$ cat config.mk
export PLATFORM = sky130hd
export DESIGN_NAME = regport_read_arbiter
export DESIGN_NICKNAME = d
export VERILOG_FILES = /design/src/rtl/regport_read_arbiter.sv
export SDC_FILE = /design/constraint.sdc
export NUM_CORES = 1
export LEC_CHECK = 0
export BUFFER_PORTS_ARGS = -buffer_cell sky130_fd_sc_hd__buf_2
export CORE_ASPECT_RATIO = 0.75
export CORE_UTILIZATION = 35
export CTS_CLUSTER_DIAMETER = 200
export CTS_CLUSTER_SIZE = 20
export DETAILED_ROUTE_END_ITERATION = 8
export MAX_ROUTING_LAYER = met4
export PLACE_DENSITY = 0.75
export SLEW_MARGIN = 10
export SYNTH_ARGS = -nofsm -noshare
export SYNTH_HDL_FRONTEND = slang
export SYNTH_SLANG_ARGS = --single-unit
$ cat constraint.sdc
create_clock -name clk -period 1.8 [get_ports clk]
set_input_delay 0.09 -clock clk [delete_from_list [all_inputs] [get_ports clk]]
set_output_delay 0.09 -clock clk [all_outputs]
set_load 0.005 [all_outputs]
$ cat src/rtl/regport_read_arbiter.sv
// Four-way arbiter for a single 32x32 register-file read port: grant, read, respond in 3 cycles.
// Build option REGPORT_ARB_FIXED_PRIO_EN selects fixed priority (req[0] highest) instead of round-robin.
module regport_read_arbiter #(
  parameter int NUM_REQ    = 4,
  parameter int ADDR_WIDTH = 5,
  parameter int DATA_WIDTH = 32
) (
  input  logic                  clk,
  input  logic                  reset_n,
  input  logic [NUM_REQ-1:0]    req,
  input  logic [ADDR_WIDTH-1:0] req_addr0,
  input  logic [ADDR_WIDTH-1:0] req_addr1,
  input  logic [ADDR_WIDTH-1:0] req_addr2,
  input  logic [ADDR_WIDTH-1:0] req_addr3,
  output logic [NUM_REQ-1:0]    gnt,
  output logic [ADDR_WIDTH-1:0] rd_addr,
  input  logic [DATA_WIDTH-1:0] rd_data,
  output logic                  rsp_valid,
  output logic [1:0]            rsp_id,
  output logic [DATA_WIDTH-1:0] rsp_data,
  output logic                  busy
);

  typedef enum logic [1:0] {
    IDLE = 2'd0,
    READ = 2'd1,
    RESP = 2'd2
  } state_t;

  state_t                  state_q;
  logic [NUM_REQ-1:0]      gnt_q;
  logic [ADDR_WIDTH-1:0]   rd_addr_q;
  logic                    rsp_valid_q;
  logic [1:0]              rsp_id_q;
  logic [DATA_WIDTH-1:0]   rsp_data_q;
  logic                    busy_q;
  logic [1:0]              win_d;
  logic [ADDR_WIDTH-1:0]   addr_d;

  // First set bit at or above p, wrapping 3->0; caller guarantees r is non-zero.
  function automatic logic [1:0] pick_rr(input logic [3:0] r, input logic [1:0] p);
    logic [1:0] idx;
    logic       found;
    pick_rr = 2'd0;
    found   = 1'b0;
    for (int k = 0; k < 4; k++) begin
      idx = p + 2'(k);
      if (!found && r[idx]) begin
        pick_rr = idx;
        found   = 1'b1;
      end
    end
  endfunction

  // Lowest set bit wins.
  function automatic logic [1:0] pick_fixed(input logic [3:0] r);
    if (r[0])      pick_fixed = 2'd0;
    else if (r[1]) pick_fixed = 2'd1;
    else if (r[2]) pick_fixed = 2'd2;
    else           pick_fixed = 2'd3;
  endfunction

`ifdef REGPORT_ARB_FIXED_PRIO_EN
  // Winner selection, fixed priority.
  always_comb begin
    win_d = pick_fixed(req);
  end
`else
  logic [1:0] ptr_q;

  // Winner selection, round-robin from ptr_q.
  always_comb begin
    win_d = pick_rr(req, ptr_q);
  end
`endif

  // Address of the winning requester.
  always_comb begin
    case (win_d)
      2'd0:    addr_d = req_addr0;
      2'd1:    addr_d = req_addr1;
      2'd2:    addr_d = req_addr2;
      2'd3:    addr_d = req_addr3;
      default: addr_d = req_addr0;
    endcase
  end

  // Transaction FSM; every output is a register updated here.
  always_ff @(posedge clk) begin
    if (!reset_n) begin
      state_q     <= IDLE;
      gnt_q       <= {NUM_REQ{1'b0}};
      rd_addr_q   <= {ADDR_WIDTH{1'b0}};
      rsp_valid_q <= 1'b0;
      rsp_id_q    <= 2'd0;
      rsp_data_q  <= {DATA_WIDTH{1'b0}};
      busy_q      <= 1'b0;
`ifndef REGPORT_ARB_FIXED_PRIO_EN
      ptr_q       <= 2'd0;
`endif
    end else begin
      case (state_q)
        IDLE: begin
          if (|req) begin
            gnt_q     <= {{(NUM_REQ-1){1'b0}}, 1'b1} << win_d;
            rd_addr_q <= addr_d;
            rsp_id_q  <= win_d;
            busy_q    <= 1'b1;
            state_q   <= READ;
`ifndef REGPORT_ARB_FIXED_PRIO_EN
            ptr_q     <= win_d + 2'd1;
`endif
          end else begin
            state_q <= IDLE;
          end
        end
        READ: begin
          rsp_data_q  <= rd_data;
          rsp_valid_q <= 1'b1;
          gnt_q       <= {NUM_REQ{1'b0}};
          state_q     <= RESP;
        end
        RESP: begin
          // rd_addr, rsp_id and rsp_data deliberately hold past this point.
          rsp_valid_q <= 1'b0;
          busy_q      <= 1'b0;
          state_q     <= IDLE;
        end
        default: begin
          gnt_q       <= {NUM_REQ{1'b0}};
          rsp_valid_q <= 1'b0;
          busy_q      <= 1'b0;
          state_q     <= IDLE;
        end
      endcase
    end
  end

  assign gnt       = gnt_q;
  assign rd_addr   = rd_addr_q;
  assign rsp_valid = rsp_valid_q;
  assign rsp_id    = rsp_id_q;
  assign rsp_data  = rsp_data_q;
  assign busy      = busy_q;

endmodule
==> impl_metrics.ini, run 1 <==
[clocking]
h-tree-depth = 2
clk_path_buf_depth = 2
cts_made_buffers = 5
numClockSinks = 49
cts_root_buf = clkbuf_8
clkSlewWorstSetupHoldPaths_ns = 0.09
clkLatencyLatePin_ns = 0.29
cts_tree = built

[drt]
avgViaCountPerCell = 4.67
drc_errors = 0
vias = 1950
wl_mm = 4.99
ant_nets = 0
dr.pass1.iters = 4
wl_per_cell_um = 11.9
first_iter_violations = 71

[finish]
fillers = 522
area_growth_pct = 39.8
instances_no_fill = 418
nets = 405
diodes = 0
final_util_pct = 51.8
drive_gt1_share_pct = 39.1

[outcome]
status = completed

[place]
port_buffers = 102
dpl.hpwl_mm = 3.49
post-place-ws_ns = -0.0491
place.gp.congestion = 0.709
dp.cells = 408

[die]
die-width_um = 89.8
coreArea_um2 = 5470
start_util_pct = 37.0
io_pins = 103
rows = 23
fp.dieH_um = 67.9
die-area_um2 = 6100

[synthesis]
synthCells = 237
yosys_warnings = 0
async_reset_ff_share_pct = 0
yosysSeqAreaShare_pct = 48.4
synth_cell_type_count = 28
yosysTopAreaCell = dfxtp_1
ys.flop_type = dfxtp_1
ys_ff_latch = 49
synth_edf_count = 0
syn_nets = 300
synth.avg_cell_area_um2 = 8.55
ys_top_cells_by_area = dfxtp_1 (48%), nand2_1 (15%), a21boi_0 (12%), ha_1 (3.1%), o22ai_1 (2.2%)
syn_area_um2 = 2030
yosysTopAreaCellShare_pct = 48.4

[global_routing]
grt_remaining_overflow = 0
grt_use_total_pct = 16.1
grt_pass1_vias = 1660
grt_max_degree = 34
antenna_found_initial = 0
grt_pass1_wl_mm = 7.60

[setup_path]
crit_fanout = 6
required_ns = 2.02
cp-end-kind = register
crit_family = compound AO/OA/AOI/OAI gates
cpMaxStageDelayCell = dfxtp_2
crit_chain = mux2_4 > a21oi_4 > and2_4 > ha_4 > a22oi_1 > nand2_1 > o21ai_0 > o22ai_1
critical_path_class = register to register
critPathLaunchType = register
critPathBufInv = 0
crit_arrival_ns = 1.91
cpPeakStageDelay_ns = 0.37

[sta]
setup_violations = 0
slew_headroom_pct = 68.2
final.setup.tns_ns = 0
fmax_mhz = 592
finalCriticalPeriod_ns = 1.69
slew_viol_final = 0
whs_ns = 0.0340
hold_violations = 0
finalWorstSetupSlack_ns = 0.110
fin_crit_sh_pct = 93.9
worstMarginPinSlew_ns = 0.475
final.setup_skew_ns = 0.00244

[power]
p_leak_nw = 1.34
ir_drop_uv = 369
power_per_cell_area_nw_per_um2 = 943

[hold_path]
hold_class = primary input to register

[flow_run]
maxCapViolCount = 0
[cells in the final DEF (no fill, tap or decap), drive strengths merged]
master / n
nand2: 79
nand3b: 1
nor3: 1
and2: 2
nor3b: 1
o211a: 1
clkbuf: 6
nor2b: 2
o22ai: 7
a22oi: 5
a41o: 1
a21oi: 9
ha: 5
a31oi: 1
nor2: 7
mux2: 1
o21a: 2
nand2b: 3
o21ai: 6
a21boi: 32
mux2i: 4
inv: 4
buf: 111
bufinv: 1
nor4: 1
dfxtp: 49
clkinvlp: 1
[flip-flops by register name, indices dropped and copies added (netlist names)]
name / cells
rsp_id: 2
ptr_q: 2
busy: 1
rd_addr: 5
rsp_data: 32
state_q: 2
gnt: 4
rsp_valid: 1
[logic make-up (layout without fill, tap and decap cells)]
kind of cell | after synthesis | after routing | synth area share [%]
AOI/OAI and AO/OA | 64 | 64 | 21.8
adders and majority gates | 5 | 5 | 3.09
buffers and inverters | 17 | 123 | 4.20
DFF | 49 | 49 | 48.4
muxes | 5 | 5 | 2.53
and+or+nand+nor | 97 | 97 | 20.0
[power by group]
group / internal (mW) / switching [mW] / total (mW) / leakage, nW
sequential: 1.18 / 0.0557 / 1.24 / 0.402
combinational: 0.300 / 0.319 / 0.620 / 0.880
clock: 0.452 / 0.360 / 0.812 / 0.0574
[metal layers]
metal	GRT usage [%]	vias up	routed length (um)
met5	-	-	0
met2	25.3	68	2310
li1	-	999	-
met4	3.69	0	32
met3	3.44	2	247
met1	21.4	881	2400
[path summary, 6_finish.rpt]
| kind | from | endpoint | slack, ns | depth (start not counted) |
|---|---|---|---|---|
| max reg2reg | ptr_q[1]$_SDFFE_PN0P_ | rd_addr[2]$_SDFFE_PN0P_ | 0.11 | 8 |
| max | ptr_q[1]$_SDFFE_PN0P_ | rd_addr[2]$_SDFFE_PN0P_ | 0.11 | 8 |
| min reg2reg | rsp_data[15]$_SDFFE_PN0P_ | rsp_data[15]$_SDFFE_PN0P_ | 0.46 | 2 |
| min | rd_data[14] | rsp_data[14]$_SDFFE_PN0P_ | 0.03 | 3 |
[area by class of cell]
type | instances | area, um^2 | area share [%]
Multi-Input combinational cell | 171 | 1040 | 36.8
Sequential cell | 49 | 982 | 34.7
Timing Repair Buffer | 111 | 578 | 20.4
Tap cell | 75 | 93.8 | 3.31
Clock buffer | 6 | 82.6 | 2.92
Clock inverter | 2 | 37.5 | 1.33
Inverter | 4 | 15.0 | 0.530
[tightest hold or removal path: stages]
cell      delay [ns]
buf_2           0.09
nand2_1         0.04
a21boi_0        0.06
[cell usage after synthesis, types with 2 or more instances]
cell type,number
dfxtp_1,49
and2_1,2
nor2b_1,2
o22ai_1,7
buf_4,2
ha_1,5
a22oi_1,5
a21oi_1,8
clkbuf_1,5
o21ai_0,6
nand2_1,79
a21boi_0,32
nand2b_1,3
nor2_1,7
mux2i_1,4
inv_1,4
o21a_1,2
buf_2,5
[timing repair]
| action | CTS | global route |
|---|---|---|
| hold endpoints to repair | 0 | 0 |
| hold buffers | 0 | 0 |
| pin swaps | 0 | 2 |
| setup buffers | 0 | 2 |
| endpoints found under the setup margin | 5 | 5 |
| gates resized for setup | 5 | 14 |
[through the flow]
stage	power, mW	cell area (um^2)
floorplan	1.58	2030
global placement	1.80	2620
detailed placement	1.81	2620
CTS	2.65	2750
global route	2.85	2830
finish	2.67	2830
Note: power is estimated with default switching activity, not from simulation.
==> run 2: changes to the inputs <==
--- a/config.mk
+++ b/config.mk
@@ -6,13 +6,15 @@
 export NUM_CORES = 1
 export LEC_CHECK = 0
 export BUFFER_PORTS_ARGS = -buffer_cell sky130_fd_sc_hd__buf_2
+export CELL_PAD_IN_SITES_DETAIL_PLACEMENT = 1
+export CELL_PAD_IN_SITES_GLOBAL_PLACEMENT = 1
 export CORE_ASPECT_RATIO = 0.75
-export CORE_UTILIZATION = 35
+export CORE_UTILIZATION = 28
 export CTS_CLUSTER_DIAMETER = 200
 export CTS_CLUSTER_SIZE = 20
 export DETAILED_ROUTE_END_ITERATION = 8
 export MAX_ROUTING_LAYER = met4
-export PLACE_DENSITY = 0.75
+export PLACE_DENSITY = 0.82
 export SLEW_MARGIN = 10
 export SYNTH_ARGS = -nofsm -noshare
 export SYNTH_HDL_FRONTEND = slang
==> run 2 against run 1 <==
Compared with the run above:
- clock skew is 0.0067 ns higher
- setup slack lost 0.038 ns
- clock power up 17%
- sequential power barely moved
- critical path type unchanged
- fmax fell by 2.2%
- core utilization down 9.8 points
- sequential share of layout area is 0.66 points lower
==> impl_metrics.ini, run 2 (synthesis results as in run 1) <==
[outcome]
status = completed

[drt]
dr.pass1.iters = 3
drc_errors = 0
ant_nets = 0
routed-wl-met3_um = 283
avgViaCountPerCell = 4.52
wl_mm = 5.98
first_iter_violations = 39
m1WireLength_mm = 2.73
highest_layer = met4
wl_met2_mm = 2.89
wl_per_cell_um = 13.6
vias = 1993

[die]
rows = 26
start_util_pct = 29.4
io_pins = 103
die-width_um = 100
fp.dieH_um = 75.7
coreArea_um2 = 6900
die-area_um2 = 7580

[place]
place.gp.congestion = 0.767
dpl.hpwl_mm = 4.34
port_buffers = 102
dp.cells = 432
placed_cell_area_um2 = 2650
post-place-ws_ns = -0.159

[clocking]
cts_made_buffers = 5
cts_root_buf = clkbuf_8
clk_path_buf_depth = 2
h-tree-depth = 2
clkLatencyLatePin_ns = 0.31
clkSlewWorstSetupHoldPaths_ns = 0.10
numClockSinks = 49
cts_tree = built

[setup_path]
crit_chain = mux2_4 > a21oi_4 > and2_4 > ha_4 > a22oi_1 > nand2_1 > o21ai_1 > o22ai_1
crit_arrival_ns = 1.97
critical_path_class = register to register
cpPeakStageDelay_ns = 0.38
cp.depth = 8
crit_fanout = 6
crit_family = compound AO/OA/AOI/OAI gates
critPathBufInv = 0
required_ns = 2.04
critPathLaunchType = register
cp-end-kind = register
worst_r2r_path_depth = 8
cpMaxStageDelayCell = dfxtp_4

[power]
power_per_cell_area_nw_per_um2 = 984
switching_power_mw = 0.799
ir_drop_uv = 396
swShare_pct = 28.1
power.internal_mw = 2.05
p_leak_nw = 1.35
total_power_mw = 2.85
pwr-share-seq_pct = 43.6
p_comb_share_pct = 23.2
clkPwrFrac_pct = 33.2

[sta]
rsz0062_at_grt = true
setup_violations = 0
fmax_mhz = 579
finalWorstSetupSlack_ns = 0.0718
finalCriticalPeriod_ns = 1.73
whs_ns = 0.0166
fin_crit_sh_pct = 96.0
slew_headroom_pct = 70.2
final.setup.tns_ns = 0
final.setup_skew_ns = 0.00914
hold_violations = 0
worstMarginPinSlew_ns = 0.445
slew_viol_final = 0

[hold_path]
whs_path_depth = 3
hold_class = primary input to register

[finish]
largest_reg_flops = 32
drive_gt1_share_pct = 40.2
instances_no_fill = 441
diodes = 0
area_growth_pct = 42.9
final_cell_mix = buf_2 (102), nand2_1 (78), dfxtp_1 (48)
final_common_cell = buf_2
nets = 405
final_util_pct = 42.0
final_area_um2 = 2900

[global_routing]
grt_remaining_overflow = 0
grt_pass1_vias = 2077
grt_max_degree = 34
grt_use_total_pct = 16.4
grt_pass1_wl_mm = 9.39
antenna_found_initial = 0

[flow_run]
maxCapViolCount = 0
-- run 2: changes by cell type in the layout (fill, tap and decap cells not counted), sizes merged --
cell,delta
bufinv,+1
clkinvlp,-1
clkbuf,-1
clkinv,+1
-- run 2: power groups by stage --
| stage | combinational (mW) | sequential (mW) | clock [mW] |
|---|---|---|---|
| after global placement | 0.553 | 1.26 | 0 |
| after CTS | 0.643 | 1.24 | 0.985 |
| after detailed placement | 0.585 | 1.26 | 0 |
| final | 0.660 | 1.24 | 0.946 |
| after floorplan | 0.314 | 1.27 | 0 |
| after global routing | 0.738 | 1.26 | 1.02 |
-- run 2: what timing repair did --
| item | 4_1_cts | 5_1_grt |
|---|---|---|
| hold buffers | 0 | 0 |
| resized for setup | 16 | 9 |
| pin swaps | 1 | 5 |
| buffers inserted | 0 | 1 |
| endpoints found under the setup margin | 5 | 5 |
-- run 2: final cells by class --
type	instances	area [um^2]
repair buffers	111	578
inverters	4	15.0
fillers	868	4000
clock buffers	5	68.8
flip-flops and latches	49	985
well taps	98	123
multi-input cells	171	1060
clock inverters	3	65.1
-- run 2: tightest hold or removal path: cells and delay by family --
family | cells | cell delay, ns
AO/OA/AOI/OAI | 1 | 0.06
buffers and inverters | 1 | 0.09
AND/OR/NAND/NOR | 1 | 0.04
-- run 2: metal layers --
layer	track usage, %	vias up
met5	-	-
met4	5.80	0
met3	3.76	10
met2	27.8	57
met1	19.4	923
li1	-	1003
-- run 2: final timing paths --
path / from / to / slack [ns]
worst min register to register: rsp_data[24]$_SDFFE_PN0P_ / rsp_data[24]$_SDFFE_PN0P_ / 0.46
worst max-delay path: ptr_q[1]$_SDFFE_PN0P_ / rd_addr[0]$_SDFFE_PN0P_ / 0.07
worst min-delay path: rd_data[13] / rsp_data[13]$_SDFFE_PN0P_ / 0.02
worst max register to register: ptr_q[1]$_SDFFE_PN0P_ / rd_addr[0]$_SDFFE_PN0P_ / 0.07
